[src/rtl/ddr_req_arbiter.sv]
// ddr_req_arbiter: shares the single DDR line port between the I-cache refill
// path (read-only) and the D-cache refill/writeback path (read/write).
// A grant is registered into the ram_* outputs and held until ddr_ctrl reports
// ready. The 256-bit line and a one-cycle ack then go back to the requester.
// A saturating watchdog raises a sticky flag if a transaction hangs.
module ddr_req_arbiter #(
    parameter bit                D_PRIORITY = 1'b0,
    parameter int unsigned       CNT_W      = 16,
    parameter logic [CNT_W-1:0]  TIMEOUT    = CNT_W'(16'hFFFF)
) (
    input  logic                 clk,
    input  logic                 rst,
    input  logic                 i_req,
    input  logic [29:0]          i_addr,
    output logic                 i_ack,
    input  logic                 d_req,
    input  logic                 d_write,
    input  logic [29:0]          d_addr,
    input  logic [255:0]         d_wdata,
    output logic                 d_ack,
    output logic [255:0]         rdata,
    output logic                 ram_en,
    output logic                 ram_write,
    output logic [29:0]          ram_addr,
    output logic [255:0]         data_to_ram,
    input  logic                 ram_rdy,
    input  logic [255:0]         ram_rdata,
    output logic                 busy,
    output logic                 grant_d,
    output logic                 timeout_err
);

    localparam int unsigned ADDR_W = 30;
    localparam int unsigned LINE_W = 256;

    typedef enum logic [1:0] {
        ST_IDLE  = 2'd0,
        ST_ISSUE = 2'd1,
        ST_WAIT  = 2'd2,
        ST_DONE  = 2'd3
    } state_t;

    state_t              state, state_nxt;
    logic                last_grant_d, last_grant_d_nxt;
    logic [CNT_W-1:0]    cnt, cnt_nxt;
    logic                pick_d;

    logic                i_ack_nxt;
    logic                d_ack_nxt;
    logic [LINE_W-1:0]   rdata_nxt;
    logic                ram_en_nxt;
    logic                ram_write_nxt;
    logic [ADDR_W-1:0]   ram_addr_nxt;
    logic [LINE_W-1:0]   data_to_ram_nxt;
    logic                busy_nxt;
    logic                grant_d_nxt;
    logic                timeout_err_nxt;

    // State, watchdog and registered outputs; reset abandons any transaction.
    always_ff @(posedge clk or negedge rst) begin
        if (!rst) begin
            state        <= ST_IDLE;
            last_grant_d <= 1'b0;
            cnt          <= '0;
            i_ack        <= 1'b0;
            d_ack        <= 1'b0;
            rdata        <= '0;
            ram_en       <= 1'b0;
            ram_write    <= 1'b0;
            ram_addr     <= '0;
            data_to_ram  <= '0;
            busy         <= 1'b0;
            grant_d      <= 1'b0;
            timeout_err  <= 1'b0;
        end else begin
            state        <= state_nxt;
            last_grant_d <= last_grant_d_nxt;
            cnt          <= cnt_nxt;
            i_ack        <= i_ack_nxt;
            d_ack        <= d_ack_nxt;
            rdata        <= rdata_nxt;
            ram_en       <= ram_en_nxt;
            ram_write    <= ram_write_nxt;
            ram_addr     <= ram_addr_nxt;
            data_to_ram  <= data_to_ram_nxt;
            busy         <= busy_nxt;
            grant_d      <= grant_d_nxt;
            timeout_err  <= timeout_err_nxt;
        end
    end

    // Next-state and next-output logic; acks are prepared on the WAIT->DONE edge
    // so that the registered pulse lands in the DONE cycle.
    always_comb begin
        state_nxt        = state;
        last_grant_d_nxt = last_grant_d;
        cnt_nxt          = cnt;
        pick_d           = 1'b0;
        i_ack_nxt        = 1'b0;
        d_ack_nxt        = 1'b0;
        rdata_nxt        = rdata;
        ram_en_nxt       = ram_en;
        ram_write_nxt    = ram_write;
        ram_addr_nxt     = ram_addr;
        data_to_ram_nxt  = data_to_ram;
        grant_d_nxt      = grant_d;
        timeout_err_nxt  = timeout_err;

        case (state)
            ST_IDLE: begin
                if (i_req || d_req) begin
                    if (i_req && d_req) begin
                        pick_d = D_PRIORITY ? 1'b1 : !last_grant_d;
                    end else begin
                        pick_d = d_req;
                    end
                    state_nxt   = ST_ISSUE;
                    ram_en_nxt  = 1'b1;
                    grant_d_nxt = pick_d;
                    if (pick_d) begin
                        ram_addr_nxt    = d_addr;
                        ram_write_nxt   = d_write;
                        data_to_ram_nxt = d_wdata;
                    end else begin
                        ram_addr_nxt  = i_addr;
                        ram_write_nxt = 1'b0;
                    end
                end
            end
            ST_ISSUE: begin
                // ram_rdy may still be stale from the previous access here.
                state_nxt = ST_WAIT;
                cnt_nxt   = '0;
            end
            ST_WAIT: begin
                if (cnt != TIMEOUT) begin
                    cnt_nxt = cnt + CNT_W'(1);
                    if (cnt_nxt == TIMEOUT) begin
                        timeout_err_nxt = 1'b1;
                    end
                end
                if (ram_rdy) begin
                    state_nxt  = ST_DONE;
                    ram_en_nxt = 1'b0;
                    i_ack_nxt  = !grant_d;
                    d_ack_nxt  = grant_d;
                    if (!ram_write) begin
                        rdata_nxt = ram_rdata;
                    end
                end
            end
            ST_DONE: begin
                last_grant_d_nxt = grant_d;
                state_nxt        = ST_IDLE;
            end
            default: begin
                state_nxt = ST_IDLE;
            end
        endcase

        busy_nxt = (state_nxt != ST_IDLE);
    end

endmodule

[config.mk]
export PLATFORM = sky130hd
export DESIGN_NAME = ddr_req_arbiter
export DESIGN_NICKNAME = d
export VERILOG_FILES = /design/src/rtl/ddr_req_arbiter.sv
export SDC_FILE = /design/constraint.sdc
export NUM_CORES = 1
export LEC_CHECK = 0
export CORE_AREA = 3 3 443 445
export DETAILED_ROUTE_END_ITERATION = 16
export DIE_AREA = 0 0 446 448
export MAX_ROUTING_LAYER = met4
export PLACE_DENSITY = 0.43
export SYNTH_ARGS = -nofsm -noshare
export SYNTH_HDL_FRONTEND = slang
export SYNTH_SLANG_ARGS = --single-unit
[constraint.sdc]
create_clock -name clk -period 4.2 [get_ports clk]
set_clock_uncertainty 0.05 [all_clocks]
set_input_delay 0.63 -clock clk [delete_from_list [all_inputs] [get_ports clk]]
set_output_delay 0.63 -clock clk [all_outputs]
set_load 0.01 [all_outputs]
==> qor.log <==
INFO  drt            vias_per_cell=3.11
INFO  drt            vias=16000
INFO  logic_synthesis synth_edf_count=0
INFO  place          port_buffers=1126
INFO  place          postPlaceCellArea=36300µm²
INFO  drt            drt_iter0_drc=582
INFO  run_status     result_of_the_run=completed
INFO  finish         final_cell_area=38900µm²
INFO  worst_setup_path crit_type=reg -> reg
INFO  sta            final_hold_viols=0
INFO  logic_synthesis netlist.area_leader.share=65.1%
INFO  logic_synthesis seq_area_frac_synth=65.1%
INFO  logic_synthesis synth_area=21800µm²
INFO  logic_synthesis synth-compound-area-share=1.81%
INFO  sta            rsz0062_at_grt=no
INFO  grt            overflow=0
INFO  grt            antenna_found_initial=27
INFO  clock_network  worst_skew_pair.late_latency=0.67ns
INFO  worst_setup_path crit_arrival=3.07ns
INFO  grt            grt_max_degree=81
INFO  worst_setup_path critical_path.cell_chain=inv_1, ha_1, nand2_4, buf_4, mux2_2
INFO  sta            max-slew-margin-rel=40.2%
INFO  logic_synthesis mean_area_per_synthesized_cell=16.0µm²
INFO  logic_synthesis synth.yosys.warnings=0
INFO  drt            wl_met1=36700µm
INFO  worst_setup_path worst_setup_path_start_kind=flip-flop
INFO  logic_synthesis synth.distinct_cells=54
INFO  clock_network  cts-resized-gates=0
INFO  logic_synthesis syn_nets=1946
INFO  logic_synthesis parity_gate_share_of_the_synthesized_area_counting_xor_and_xnor_cells=0.160%
INFO  logic_synthesis leading_cell_type_by_number_of_instances_after_synthesis=dfrtp_1
INFO  floorplan      start_util=11.3%
INFO  logic_synthesis yosys.area_share.simple=2.26%
INFO  logic_synthesis synth_seq_cells=568
INFO  floorplan      core-area=193000µm²
INFO  drt            wl_per_cell=19.9µm
INFO  finish         final-seq-area=14200µm²
INFO  grt            grt_first_pass_wirelength=138000µm
INFO  logic_synthesis post_synth_inst_count=1362
INFO  drt            drcViolationCount=0
INFO  power_and_ir_drop pwr_density_cell=745nW/µm²
INFO  clock_network  clkTransAtPathRegs=0.06ns
INFO  drt            dr.pass1.iters=4
INFO  drt            met2_length=54700µm
INFO  floorplan      floorplan.die.width=446µm
INFO  finish         net_count_reported_at_finish=3123
INFO  sta            aggregate_negative_setup_slack=0ns
INFO  worst_setup_path max_stage_delay=0.53ns
INFO  power_and_ir_drop irDropWorstVdd=370µV
INFO  logic_synthesis synth_top_cells_by_area=dfrtp_1 (65%), mux2_2 (14%), mux2_1 (12%)
INFO  grt            grt_pass1_vias=17500
INFO  place          hpwl=81400µm
INFO  clock_network  clock_tree_from_tritoncts=built
INFO  finish         area_growth=78.0%
INFO  sta            period_share=61.1%
INFO  floorplan      floorplan.rows=161
INFO  grt            groute.usage.overall=10.1%
INFO  logic_synthesis yosys-mux-area-fraction=28.0%
INFO  logic_synthesis synth_top_area_cell=dfrtp_1
INFO  sta            fmax_achieved=390MHz
INFO  finish         multi_input_comb_area=7130µm²
INFO  finish         stdcell_count=5145
INFO  clock_network  clock_tree.root_cell=clkbuf_16
INFO  logic_synthesis async_set_or_reset_flop_fraction_in_the_synthesized_netlist=100%
INFO  min_path       hold_path_class=reg -> reg
INFO  worst_setup_path worstPathMaxFanout=33
INFO  power_and_ir_drop leakage=0.0155µW
INFO  finish         n_fill_cell=20800
INFO  worst_setup_path critical_path.slowest_cell=nand2_4
INFO  logic_synthesis synth_adder_area_share=0.344%
INFO  floorplan      fp.dieArea=200000µm²
INFO  sta            slew_violations=0
INFO  logic_synthesis yosys-top-cells-count=dfrtp_1 (568), mux2_2 (273), mux2_1 (240)
INFO  clock_network  clock-sinks=568
INFO  sta            fin_worst_hold_slack=0.426ns
INFO  clock_network  cts-root-to-sink-buffers=3
INFO  floorplan      die_y_extent=448µm
INFO  run            drv.max_cap_violation_count=0
INFO  sta            finalSetupViolCount=0
INFO  drt            drtAntennaViolNets=0
INFO  finish         drive_gt1_share=17.5%
INFO  place          placed_cells_incl_taps=4986
INFO  worst_setup_path setup.worst_path.end_class=flip-flop
INFO  clock_network  cts_buffers=76
INFO  sta            finalWorstPathRequiredPeriod=2.56ns
INFO  worst_setup_path worst_ep_required_time=4.70ns
INFO  drt            met3RoutedLength=7870µm
INFO  logic_synthesis yosys_most_used_dff=dfrtp_1
INFO  logic_synthesis largest_family_of_logic_cells_by_synthesized_area=multiplexers
INFO  clock_network  clock_tree.htree_level_count=3
INFO  sta            worstMarginPinSlew=0.896ns
INFO  floorplan      ioPinCount=1127
INFO  drt            maxUsedRoutingLayer=met4
INFO  place          place_congestion=0.790
INFO  drt            detail_route.wirelength=102000µm
## metrics by stage
| step | util [%] | setup WS [ns] | power (µW) |
|---|---|---|---|
| 2_1_floorplan | - | 2.28 | 14400 |
| 3_3_place_gp | 18.8 | 1.06 | 22700 |
| 3_5_place_dp | 18.8 | 1.08 | 22700 |
| 4_1_cts | 20.2 | 1.47 | 29700 |
| 6_report | 20.2 | 1.64 | 29000 |
| 5_1_grt | 20.2 | 1.45 | 30700 |
## critical path, delay by kind of cell (launching register included)
kind,cells,cell delay (ns)
AND/OR/NAND/NOR,1,0.53
adder cells (fa/ha/maj),1,0.34
buffers and inverters,2,0.60
flip-flops,1,0.40
multiplexers,1,0.39
## cells by family after synthesis
kind of cell    Yosys count
buf+inv                  77
mux                     546
simple gates             97
compound gates           64
xor+xnor                  4
flops                   568
fa+ha+maj                 6
## area by class of cell
class	count	area share [%]
Clock inverter	24	0.624
Inverter	4	0.0386
Timing Repair Buffer	1172	30.2
Clock buffer	115	5.94
Multi-Input combinational cell	717	18.4
Tap cell	2526	8.13
Antenna cell	19	0.122
Sequential cell	568	36.6
## flip-flops by register name (all words and copies together), names as in the netlist, 2 cells and up
| register | count |
|---|---|
| state | 2 |
| rdata | 256 |
| ram_addr | 30 |
| data_to_ram | 256 |
| cnt | 16 |
## layout by cell type, fill, tap and decap left out, drive strengths merged, types with 6 or more instances in the layout
cell type      synthesis  routed
a21oi                  6       6
and3                   7       7
buf                   60      46
clkbuf                13     115
clkdlybuf4s50          0    1125
clkinv                 0      15
dfrtp                568     568
diode                  0      19
ha                     6       6
inv                    4       8
mux2                 513     513
mux2i                 33      33
nand2                 50      50
nand3                 10      10
nand4                  6       6
nor3                   6       6
o21ai                 39      39
## power by group
group | internal, µW | switching (µW)
sequential | 8230 | 1580
clock | 3890 | 2730
combinational | 7290 | 5250
## what timing repair did
action                                  CTS  global route
hold buffers                              1             0
endpoints found under the hold margin    33             0
endpoints found under the setup margin    0             0
setup buffers                             0             0
## per-layer routing
| layer | vias to the layer above | track usage [%] |
|---|---|---|
| met4 | 0 | 4.24 |
| met3 | 130 | 3.59 |
| li1 | 7224 | - |
| met2 | 572 | 17.6 |
| met1 | 8098 | 10.2 |
| met5 | - | - |
## worst paths after layout
path	start	to	slack, ns	cells past startpoint
max	state[0]	data_to_ram[31]	1.64	5
min	ram_addr[12]	ram_addr[12]	0.43	2
max reg2reg	state[0]	data_to_ram[31]	1.64	5
min reg2reg	ram_addr[12]	ram_addr[12]	0.43	2
max in group asynchronous	rst	data_to_ram[43]	2.49	3
min in group asynchronous	rst	rdata[99]	0.58	2
(Power assumes the default switching activity.)
